==> src/rtl/io_fifo_port_pkg.sv <==
// Shared types and defaults for the io_fifo_port block: control FSM encoding and
// default FIFO geometry.
package io_fifo_port_pkg;

    localparam int unsigned DefaultDepth = 4;
    localparam int unsigned DefaultWidth = 16;

    typedef enum logic [1:0] {
        StIdle    = 2'd0,
        StAck     = 2'd1,
        StRelease = 2'd2
    } ctrl_state_e;

endpackage

==> src/rtl/sync_fifo.sv <==
// Single-clock FIFO with occupancy count; DEPTH must be a power of two so the
// pointers wrap for free.
module sync_fifo
    import io_fifo_port_pkg::*;
#(
    parameter int unsigned DEPTH = DefaultDepth,
    parameter int unsigned WIDTH = DefaultWidth
) (
    input  logic                   clock,
    input  logic                   reset,
    input  logic                   push,
    input  logic [WIDTH-1:0]       wdata,
    input  logic                   pop,
    output logic [WIDTH-1:0]       rdata,
    output logic                   full,
    output logic                   empty,
    output logic [$clog2(DEPTH):0] count
);

    localparam int unsigned AW = $clog2(DEPTH);
    localparam int unsigned CW = AW + 1;
    localparam logic [AW-1:0] PtrOne    = AW'(1);
    localparam logic [CW-1:0] CountOne  = CW'(1);
    localparam logic [CW-1:0] CountFull = CW'(DEPTH);

    logic [WIDTH-1:0] mem_q [DEPTH];
    logic [AW-1:0]    wr_ptr_q, wr_ptr_d;
    logic [AW-1:0]    rd_ptr_q, rd_ptr_d;
    logic [CW-1:0]    count_q, count_d;
    logic             do_push, do_pop;

    assign empty = (count_q == '0);
    assign full  = (count_q == CountFull);
    assign count = count_q;
    assign rdata = mem_q[rd_ptr_q];

    // A full FIFO still takes a push when its head leaves on the same edge.
    assign do_pop  = pop & ~empty;
    assign do_push = push & (~full | do_pop);

    always_comb begin
        wr_ptr_d = wr_ptr_q;
        rd_ptr_d = rd_ptr_q;
        count_d  = count_q;
        if (do_push) begin
            wr_ptr_d = wr_ptr_q + PtrOne;
        end
        if (do_pop) begin
            rd_ptr_d = rd_ptr_q + PtrOne;
        end
        unique case ({do_push, do_pop})
            2'b10:   count_d = count_q + CountOne;
            2'b01:   count_d = count_q - CountOne;
            default: count_d = count_q;
        endcase
    end

    always_ff @(posedge clock or negedge reset) begin
        if (!reset) begin
            wr_ptr_q <= '0;
            rd_ptr_q <= '0;
            count_q  <= '0;
        end else begin
            wr_ptr_q <= wr_ptr_d;
            rd_ptr_q <= rd_ptr_d;
            count_q  <= count_d;
        end
    end

    // Storage needs no reset: occupancy alone decides what is visible.
    always_ff @(posedge clock) begin
        if (do_push) begin
            mem_q[wr_ptr_q] <= wdata;
        end
    end

endmodule

==> src/rtl/io_fifo_port.sv <==
// Core-facing register port bridging a level request/ack handshake to a pair of
// device streams through an RX FIFO (device to core) and a TX FIFO (core to device).
module io_fifo_port
    import io_fifo_port_pkg::*;
#(
    parameter int unsigned DEPTH = DefaultDepth,
    parameter int unsigned WIDTH = DefaultWidth
) (
    input  logic                   clock,
    input  logic                   reset,
    input  logic                   io_read,
    input  logic                   io_write,
    input  logic [WIDTH-1:0]       io_wdata,
    output logic [WIDTH-1:0]       io_rdata,
    output logic                   ioack,
    input  logic                   in_valid,
    output logic                   in_ready,
    input  logic [WIDTH-1:0]       in_data,
    output logic                   out_valid,
    input  logic                   out_ready,
    output logic [WIDTH-1:0]       out_data,
    output logic [$clog2(DEPTH):0] rx_count,
    output logic [$clog2(DEPTH):0] tx_count
);

    ctrl_state_e      state_q, state_d;
    logic [WIDTH-1:0] rdata_q, rdata_d;

    logic             rx_push, rx_pop, rx_full, rx_empty;
    logic [WIDTH-1:0] rx_head;
    logic             tx_push, tx_pop, tx_full, tx_empty;

    always_comb begin
        state_d = state_q;
        rdata_d = rdata_q;
        rx_pop  = 1'b0;
        tx_push = 1'b0;
        unique case (state_q)
            StIdle: begin
                // A pending read blocks the write even while it is stalled.
                if (io_read) begin
                    if (!rx_empty) begin
                        rx_pop  = 1'b1;
                        rdata_d = rx_head;
                        state_d = StAck;
                    end
                end else if (io_write && !tx_full) begin
                    tx_push = 1'b1;
                    state_d = StAck;
                end
            end
            StAck: begin
                state_d = StRelease;
            end
            StRelease: begin
                if (!io_read && !io_write) begin
                    state_d = StIdle;
                end
            end
            default: begin
                state_d = StIdle;
            end
        endcase
    end

    always_ff @(posedge clock or negedge reset) begin
        if (!reset) begin
            state_q <= StIdle;
            rdata_q <= '0;
        end else begin
            state_q <= state_d;
            rdata_q <= rdata_d;
        end
    end

    assign ioack    = (state_q == StAck);
    assign io_rdata = rdata_q;

    // Let the device refill a full RX on the same edge the core drains it.
    assign in_ready  = ~rx_full | rx_pop;
    assign rx_push   = in_valid & in_ready;
    assign out_valid = ~tx_empty;
    assign tx_pop    = out_valid & out_ready;

    sync_fifo #(
        .DEPTH (DEPTH),
        .WIDTH (WIDTH)
    ) u_rx_fifo (
        .clock (clock),
        .reset (reset),
        .push  (rx_push),
        .wdata (in_data),
        .pop   (rx_pop),
        .rdata (rx_head),
        .full  (rx_full),
        .empty (rx_empty),
        .count (rx_count)
    );

    sync_fifo #(
        .DEPTH (DEPTH),
        .WIDTH (WIDTH)
    ) u_tx_fifo (
        .clock (clock),
        .reset (reset),
        .push  (tx_push),
        .wdata (io_wdata),
        .pop   (tx_pop),
        .rdata (out_data),
        .full  (tx_full),
        .empty (tx_empty),
        .count (tx_count)
    );

endmodule

==> config.mk <==
export PLATFORM = sky130hd
export DESIGN_NAME = io_fifo_port
export DESIGN_NICKNAME = d
export VERILOG_FILES = /design/src/rtl/io_fifo_port_pkg.sv /design/src/rtl/sync_fifo.sv /design/src/rtl/io_fifo_port.sv
export SDC_FILE = /design/constraint.sdc
export NUM_CORES = 1
export LEC_CHECK = 0
export CAP_MARGIN = 30
export CORE_MARGIN = 5
export CORE_UTILIZATION = 30
export DETAILED_ROUTE_END_ITERATION = 7
export DONT_BUFFER_PORTS = 1
export PLACE_DENSITY = 0.51
export SYNTH_ARGS = -nofsm -noshare
export SYNTH_HDL_FRONTEND = slang
export SYNTH_HIERARCHICAL = 1
export SYNTH_SLANG_ARGS = --single-unit
==> constraint.sdc <==
create_clock -name clock -period 4.6 [get_ports clock]
set_input_delay 0.92 -clock clock [delete_from_list [all_inputs] [get_ports clock]]
set_output_delay 0.92 -clock clock [all_outputs]
set_load 0.02 [all_outputs]
# Word-level counts from Yosys, hierarchy flattened
# Memory sizes are Yosys's and may differ from the RTL's. A register that Yosys moved wholly into a read port is not among the register bits.
# Index checks and enable logic that the tools add are counted.
# word_totals
reg_bits	16
latch_bits	0
ram_bits	128
romBits	0
in_bits	38
output_inout_bits	41
word_cells	71
n_memories	2
# memory_table
memory	words	width	rd	rd_clocked_by_memory_dff	write_ports	line_no	text
u_rx_fifo.mem_q	4	16	1	1	1	sync_fifo.sv:26	logic [WIDTH-1:0] mem_q [DEPTH];
u_tx_fifo.mem_q	4	16	1	0	1	sync_fifo.sv:26	
# classes
add_sub_neg	8
multipliers	0
div	0
n_lt_le_gt_ge	0
n_eq_ne	11
shifts	0
mux	17
bitwise_logic	13
reduce_logical	13
# op_table
operator	n
$pmux W3 S2	2
$mux W1	10
$add A2 B1 Y2 const B	4
$mux W2	4
$add A3 B1 Y3 const B	2
$and A1 B1 Y1	6
$eq A2 B1 Y1 const B	3
$eq A2 B2 Y1 const B	3
$eq A3 B3 Y1 const B	2
$logic_not A3 Y1	2
$ne A3 B3 Y1 const B	2
$pmux W2 S3	1
$reduce_and A3 Y1	2
$sub A3 B1 Y3 const B	2
$logic_not A1 Y1	4
$not A1 Y1	4
$reduce_bool A2 Y1	2
$or A1 B1 Y1	3
$logic_and A1 B1 Y1	2
$logic_not A2 Y1	1
$ne A2 B2 Y1 const B	1

# Depth between registers and ports, before layout
# Gate-level depths: netlist of the first run.
# logic_depth
ltp_word	9
mapped_depth	12
ltp_nobuf	12

# By module
# Netlist of the first run, hierarchy kept.
# modules_own_cells
mod	n_inst	cells_each	area_each_um2	seq_area_each_um2
sync_fifo at u_rx_fifo	1	136	2822.7	2097.0
sync_fifo at u_tx_fifo	1	122	2741.4	2097.0
io_fifo_port	1	50	784.5	450.4

# Least setup slack after synthesis of the first run
# No wires, ideal clock.
# synth_path
path_kind	input to register
startpoint	input port io_read
endpoint	register u_rx_fifo.count_q[2], in the netlist u_rx_fifo/count[2]
setup_time_ns	0.146
arrival_ns	2.910
t_required_ns	4.454
path_slack_ns	1.543
stages	10
path_buffers	3
cell_sequence	nor4b_2 -> buf_6 -> buf_12 -> clkbuf_1 -> nand2b_1 -> or2_2 -> fa_1 -> nand2b_1 -> o211ai_1 -> o311ai_0
# synth_between
elab_chain_len	7
elab_cells_between_ends	11
cone_classes	eq/ne: 2; mux: 3; bitwise: 5; reduce/logical: 1
# synth_lines
item	line_no	text
start: declaration	io_fifo_port.sv:11	input logic io_read,
$mux W1 *	io_fifo_port.sv:41	if (io_read) begin
$mux W1 *	io_fifo_port.sv:38	unique case (state_q)
named net rx_pop	io_fifo_port.sv:29	logic rx_push, rx_pop, rx_full, rx_empty;
$or A1 B1 Y1 or $and A1 B1 Y1 (tied branches)	io_fifo_port.sv:80, sync_fifo.sv:38	
$and A1 B1 Y1 or $or A1 B1 Y1 (tied branches)	io_fifo_port.sv:81, sync_fifo.sv:39	
$and A1 B1 Y1	sync_fifo.sv:39	assign do_push = push & (~full | do_pop);
$eq A2 B1 Y1 or $eq A2 B2 Y1 (tied branches)	sync_fifo.sv:51	unique case ({do_push, do_pop})
$pmux W3 S2 or $reduce_bool A2 Y1 (tied branches)	-	
end signal: assignment	sync_fifo.sv:66	count_q <= count_d;
end: declaration	sync_fifo.sv:29	logic [CW-1:0] count_q, count_d;
# Mark *: on every way through the listed nets, which the timed path passes. The rest lies on a longest branch.
# A chain may end at the register's enable or synchronous reset.

# Final worst setup path of the first run
# layout_path
startpoint	register u_rx_fifo.count_q[2], in the netlist u_rx_fifo/count[2]
endpoint	memory u_rx_fifo/mem_q[0][13] (netlist name), enable pin
# layout_between
elab_chain_len	9
elab_cells_between_ends	14
cone_classes	eq/ne: 1; mux: 5; bitwise: 7; reduce/logical: 1
# layout_lines
item	line_no	text
$logic_not A3 Y1	sync_fifo.sv:32	assign empty = (count_q == '0);
named net rx_empty	io_fifo_port.sv:29	
$mux W1	io_fifo_port.sv:42	if (!rx_empty) begin
$mux W1	io_fifo_port.sv:41	
$mux W1	io_fifo_port.sv:38	
$or A1 B1 Y1	io_fifo_port.sv:80	assign in_ready = ~rx_full | rx_pop;
$and A1 B1 Y1	io_fifo_port.sv:81	assign rx_push = in_valid & in_ready;
named net rx_push	io_fifo_port.sv:29	
$and A1 B1 Y1	sync_fifo.sv:39	
$mux W1	sync_fifo.sv:72	if (do_push) begin
$mux W1 (not written as such)	sync_fifo.sv:73	mem_q[wr_ptr_q] <= wdata;
end: declaration	sync_fifo.sv:26	
# The timed path passes the listed nets, and every way through them passes these cells.

==> key figures, run 1 <==
Outcome
  – Status: complete, no violations

Worst setup path
  – Crit. End Element: flop
  – Critical Path AT: 3.22 ns
  – Biggest cell delay along the critical path: 0.72 ns
  – Crit start category: flop
  – Worst path slowest cell: and2_1
  – Required time worst endpoint: 4.64 ns
  – Crit path max fanout: 29
  – Critical-path cell list: nor3_1 > nor4b_4 > buf_4 > o21a_1 > o21a_4 > and2_1
  – Critical path class: reg2reg
  – Crit path buf inv count: 1
  – Top delay family on crit path: simple AND/OR/NAND/NOR gates

Floorplanning
  – # rows: 53
  – Ports: 79
  – Core Area: 21,000 um2
  – DIE WIDTH: 155 um
  – Die Height: 155 um
  – Initial Utilization: 30.3%
  – Die ar.: 24,200 um2

Synthesis
  – Post-synth EDFFs: 128
  – Yosys reg bits: 160
  – Top FF cell, synth: edfxtp_1
  – Distinct cells, synth: 40
  – Post-synthesis async set-or-reset flop share: 20.0%
  – Synth warnings: 6
  – Syn Inst Count: 308
  – Register area share after synthesis: 73.2%
  – Synth Cell Area: 6350 um2
  – Mapped Avg Cell Area: 20.6 um2
  – Syn_nets: 357

Place
  – Worst slack at placement: 1.32 ns
  – GPL Wtd Cong: 0.769
  – Placed cell count: 574
  – Area of placed instances: 6650 um2
  – DP Wirelength: 7350 um
  – I/O Buffers: 0

Timing
  – Slew Limit Fails: 0
  – Setup TNS: 0 ns
  – Final setup viols: 0
  – Slew margin rel.: 40.5%
  – Crit share post-route: 69.1%
  – Fmax: 315 MHz
  – RSZ-0062 raised after global routing: no
  – Max Clock Skew: 0.00969 ns
  – Final Critical Period: 3.18 ns
  – Hold WS: 0.191 ns
  – Tightest Pin Transition: 0.893 ns
  – Final Hold Fails: 0
  – Final WS setup: 1.42 ns

Global routing
  – Total grt overflow: 0
  – Vias in the first global route: 3,014
  – Largest net degree at the start of global routing: 33
  – GRT Total Usage: 10.0%
  – First-pass GRT wire length: 17,800 um
  – Initial antenna violation count: 0

Layout
  – Non-filler cells, final: 606
  – Number of diodes: 0
  – Cell area after layout: 7230 um2
  – Layout area overhead: 13.9%
  – Ratio of cells with drive above 1 in the final layout: 28.7%
  – Nets: 367

Clock network
  – Cts repair resizes: 0
  – CTS tree: yes
  – Max Root-Sink Buffers: 2
  – Cts-stage hold buffer count: 0
  – CTS H-tree lvls: 4
  – Worst-Skew Late Latency: 0.42 ns
  – Root Driver: clkbuf_16
  – Cts bufs inserted: 17
  – Clock sinks: 160
  – Clk slew on worst S/H paths: 0.07 ns
  – Post-CTS Setup Bufs: 0

Power
  – Peak supply drop: 257 uV
  – Leak Pwr: 0.00246 uW
  – Cell area power density: 678 nW/um2

Route
  – TritonRoute pass-1 iters: 4
  – Detailed-route DRC error count: 0
  – Via/cell ratio: 4.57
  – WL final: 11,500 um
  – Avg WL per Cell: 18.9 um
  – Post-DRT Antenna Nets: 0
  – Drt initial violations: 86
  – Via Count: 2,772

Min path
  – Hold Path Class: in2async

Job
  – Max_cap viols: 0
metal layers:
layer | global-route usage, % | up-vias | routed length, um
li1 | - | 1223 | -
met1 | 11.1 | 1463 | 4490
met2 | 16.3 | 69 | 5730
met3 | 4.98 | 17 | 1040
met4 | 4.42 | 0 | 203
met5 | 0 | - | 0
layout make-up:
type | instances | area, um2
flip-flops and latches | 160 | 4640
clock buffers | 17 | 425
clock inverters | 15 | 153
fillers | 2030 | 13700
repair buffers | 4 | 37.5
well taps | 275 | 344
multi-input cells | 121 | 1570
inverters | 14 | 52.6
cell usage in the layout (no fill, tap or decap), types with 4 or more instances in the layout:
cell / count
clkbuf_16: 17
nor2_1: 4
and2_1: 4
nand2b_1: 4
xor2_1: 4
ha_1: 9
and2_2: 4
inv_1: 14
mux2_4: 9
edfxtp_1: 128
inv_6: 4
mux2_2: 9
dfrtp_1: 32
xnor2_1: 7
mux4_2: 32
power breakdown:
part | leakage (uW) | switching [uW] | internal (uW) | total (uW)
sequential | 0.00154 | 390 | 1900 | 2290
combinational | 0.000640 | 625 | 638 | 1260
clock | 0.000275 | 593 | 761 | 1350
worst paths after layout:
path                                     from                endpoint  slack (ns)  cells past startpoint
setup reg to reg           u_rx_fifo/count[2]  u_rx_fifo/mem_q[0][13]        1.42                      6
min in group clock                 state_q[0]              state_q[0]        0.55                      1
hold reg to reg                    state_q[0]              state_q[0]        0.55                      1
hold / removal                          reset             io_rdata[0]        0.19                      0
setup / recovery           u_rx_fifo/count[2]  u_rx_fifo/mem_q[0][13]        1.42                      6
max in group asynchronous               reset            io_rdata[14]        4.31                      0
synthesized netlist by cell type, types with 2 or more instances:
library cell,n,share of area (%)
o21bai_1,3,0.35
edfxtp_1,128,61
dfrtp_1,32,13
mux2_2,9,1.6
ha_1,9,1.8
nand2b_1,4,0.39
buf_2,4,0.32
nor2_1,4,0.24
fa_1,2,0.63
mux2_4,9,2.1
nand3b_1,2,0.24
mux4_2,32,11
or3b_1,2,0.28
mux2i_1,2,0.32
xnor2_1,7,0.97
a22oi_1,2,0.24
and2_1,4,0.39
o21a_4,2,0.47
and2_2,4,0.47
xor2_1,4,0.55
clkbuf_1,4,0.24
nor3_1,3,0.24
buf_4,3,0.35
o21a_1,3,0.35
inv_1,14,0.83
nand2_1,2,0.12
cells by family (layout without fill, tap and decap cells):
| group | after synthesis | after routing | synth area share (%) |
|---|---|---|---|
| DFF | 160 | 160 | 73.2 |
| muxes | 52 | 52 | 15.4 |
| and+or+nand+nor | 31 | 31 | 3.17 |
| buffers and inverters | 27 | 50 | 2.23 |
| AOI/OAI and AO/OA | 16 | 16 | 2.13 |
| adders and majority gates | 11 | 11 | 2.40 |
| xor gates and xnor gates | 11 | 11 | 1.52 |
registers in the layout, summed over array words and instances, names as in the netlist:
name                count
u_rx_fifo/rd_ptr_q      2
u_tx_fifo/count         3
u_rx_fifo/mem_q        64
state_q                 2
u_rx_fifo/wr_ptr_q      2
io_rdata               16
u_tx_fifo/wr_ptr_q      2
u_tx_fifo/rd_ptr_q      2
u_rx_fifo/count         3
u_tx_fifo/mem_q        64
metrics by stage:
stage,power (uW),utilization [%]
2_1_floorplan,3320,-
3_3_place_gp,3580,31.7
3_5_place_dp,3620,31.7
4_1_cts,5010,34.5
5_1_grt,5190,34.5
6_report,4900,34.5
Note: power is estimated with default switching activity, not from simulation.
==> inputs of run 2 (changes only) <==
--- a/config.mk
+++ b/config.mk
@@ -10,7 +10,7 @@
 export CORE_UTILIZATION = 30
 export DETAILED_ROUTE_END_ITERATION = 7
 export DONT_BUFFER_PORTS = 1
-export PLACE_DENSITY = 0.51
+export PLACE_DENSITY = 0.52
 export SYNTH_ARGS = -nofsm -noshare
 export SYNTH_HDL_FRONTEND = slang
 export SYNTH_HIERARCHICAL = 1
==> constraint.sdc (replaced) <==
create_clock -name clock -period 2.9 [get_ports clock]
set_input_delay 0.58 -clock clock [delete_from_list [all_inputs] [get_ports clock]]
set_output_delay 0.58 -clock clock [all_outputs]
set_load 0.02 [all_outputs]
==> run 2 against run 1 <==
Register-to-register slack lost 1.1 ns. Hold slack better by 0.060 ns. Combinational power is 80% higher.
==> key figures, run 2 (synthesis results as in run 1) <==
Clock network
  – CTS H-tree lvls: 4 (unchanged)
  – Post-CTS Setup Bufs: 0 (unchanged)
  – Cts bufs inserted: 17 (unchanged)
  – Root Driver: clkbuf_16
  – Clock sinks: 160 (unchanged)
  – Cts-stage hold buffer count: 2 (+2)
  – Clk slew on worst S/H paths: 0.07 ns (about the same)
  – Max Root-Sink Buffers: 2 (unchanged)
  – CTS tree: yes
  – Worst-Skew Late Latency: 0.42 ns (about the same)
  – Cts repair resizes: 0 (unchanged)

Route
  – Via Count: 2,758 (-0.51%)
  – WL final: 11,500 um (+0.14%)
  – Detailed-route DRC error count: 0 (unchanged)
  – Post-DRT Antenna Nets: 0 (unchanged)
  – TritonRoute pass-1 iters: 4 (unchanged)
  – Avg WL per Cell: 18.5 um (-2.1%)
  – Via/cell ratio: 4.45 (-2.8%)
  – Drt initial violations: 122 (+42%)

Min path
  – HP Start: in_data[3]
  – Hold Path Class: in2reg

Timing
  – Crit share post-route: 87.7% (+19 points)
  – Fmax: 393 MHz (+25%)
  – Final WS setup: 0.358 ns (-1.07 ns)
  – Slew margin rel.: 43.2% (+2.8 points)
  – Setup TNS: 0 ns (unchanged)
  – Slew Limit Fails: 0 (unchanged)
  – RSZ-0062 raised after global routing: no
  – Max Clock Skew: 0.00894 ns (-0.000747 ns)
  – Tightest Pin Transition: 0.851 ns (-0.0414 ns)
  – Final Hold Fails: 0 (unchanged)
  – Final setup viols: 0 (unchanged)
  – Final Critical Period: 2.54 ns (-0.634 ns)

Layout
  – Commonest non-fill, non-tap cell in the layout: edfxtp_1
  – Most frequent cells in the layout: edfxtp_1, dfrtp_1, mux4_2, clkbuf_16, buf_4
  – Fillers: 1,999 (-1.5%)
  – Nets: 381 (+3.8%)
  – Number of diodes: 0 (unchanged)
  – Layout area overhead: 15.3%
  – Ratio of cells with drive above 1 in the final layout: 31.6% (+2.9 points)
  – Non-filler cells, final: 620 (+2.3%)

Global routing
  – Total grt overflow: 0 (unchanged)
  – First-pass GRT wire length: 17,700 um (-0.93%)
  – Vias in the first global route: 3,073 (+2.0%)
  – Largest net degree at the start of global routing: 33 (unchanged)
  – GRT Total Usage: 9.95% (-0.081 points)
  – Initial antenna violation count: 0 (unchanged)

Worst setup path
  – R2r worst-path depth: 9 (+3)
  – Crit start category: flop
  – Crit. End Element: flop
  – Worst setup startpoint: u_rx_fifo/count[0]
  – FF-to-FF End: u_rx_fifo/count[2]
  – Reg2reg setup slack: 0.36 ns (-1.07 ns)
  – Crit path max fanout: 7 (-76%)
  – Required time worst endpoint: 3.18 ns (-1.46 ns)
  – Critical Path AT: 2.82 ns (-0.40 ns)
  – Critical path class: reg2reg
  – Worst reg2reg startpoint: u_rx_fifo/count[0]
  – Worst Setup EP: u_rx_fifo/count[2]

Floorplanning
  – DIE WIDTH: 155 um (unchanged)
  – # rows: 53 (unchanged)
  – Die ar.: 24,200 um2 (unchanged)
  – Die Height: 155 um (unchanged)
  – Initial Utilization: 30.3% (unchanged)
  – Core Area: 21,000 um2 (unchanged)
  – Ports: 79 (unchanged)

Job
  – Max_cap viols: 0 (unchanged)

Place
  – Worst slack at placement: 0.365 ns (-0.952 ns)
  – I/O Buffers: 0 (unchanged)
  – GPL Wtd Cong: 0.754 (-1.9%)
  – DP Wirelength: 7180 um (-2.3%)
  – Placed cell count: 586 (+2.1%)

Outcome
  – Status: complete, no violations

Power
  – Cell area power density: 1060 nW/um2 (+57%)
  – Leak Pwr: 0.00252 uW (+2.7%)
  – Peak supply drop: 450 uV (+75%)
## run 2: worst max-delay path, cell delays in order (launching register included)
cell      delay (ns)
dfrtp_1         0.45
or3b_1          0.47
inv_1           0.10
inv_1           0.04
o21a_1          0.19
or2_2           0.30
fa_1            0.38
nand2b_1        0.17
o211ai_1        0.15
o311ai_0        0.15
## run 2: final cells by class
type / instances / area [um2] / share of cell area (%)
Sequential cell: 160 / 4640 / 63.4
Multi-Input combinational cell: 121 / 1580 / 21.5
Clock buffer: 18 / 429 / 5.86
Tap cell: 275 / 344 / 4.70
Timing Repair Buffer: 18 / 150 / 2.05
Clock inverter: 14 / 125 / 1.71
Inverter: 14 / 52.6 / 0.718
## run 2: worst min-delay path by stage
stage | endpoint | slack [ns] | cells after the start
final | u_rx_fifo/mem_q[3][3] | 0.25 | 0
after global routing | u_rx_fifo/mem_q[0][5] | 0.22 | 0
after CTS | u_rx_fifo/mem_q[3][2] | 0.23 | 0
after detailed placement | io_rdata[2] | 0.29 | 0
after global placement | io_rdata[2] | 0.29 | 0
after floorplan | io_rdata[0] | 0.28 | 0
## run 2: power by group
group | switching (uW) | leakage [uW] | internal, uW | total (uW)
combinational | 1180 | 0.000712 | 1090 | 2270
sequential | 457 | 0.00154 | 3000 | 3460
clock | 938 | 0.000268 | 1120 | 2060
total | 2570 | 0.00252 | 5220 | 7790
## run 2: stage by stage
step	util (%)	total power, uW	area (um2)	hold slack [ns]
global route	34.9	8240	7320	0.223
detailed placement	32.2	5840	6740	0.285
finish	34.9	7790	7320	0.252
CTS	34.9	7960	7320	0.227
floorplan	-	5270	6350	0.284
global placement	32.2	5790	6740	0.286
## run 2: layer usage
metal / GRT usage [%] / vias to the layer above / wire length, um
li1: - / 1250 / -
met1: 10.2 / 1427 / 4240
met2: 17.1 / 71 / 5930
met3: 5.67 / 10 / 1170
met4: 3.38 / 0 / 136
met5: 0 / - / 0
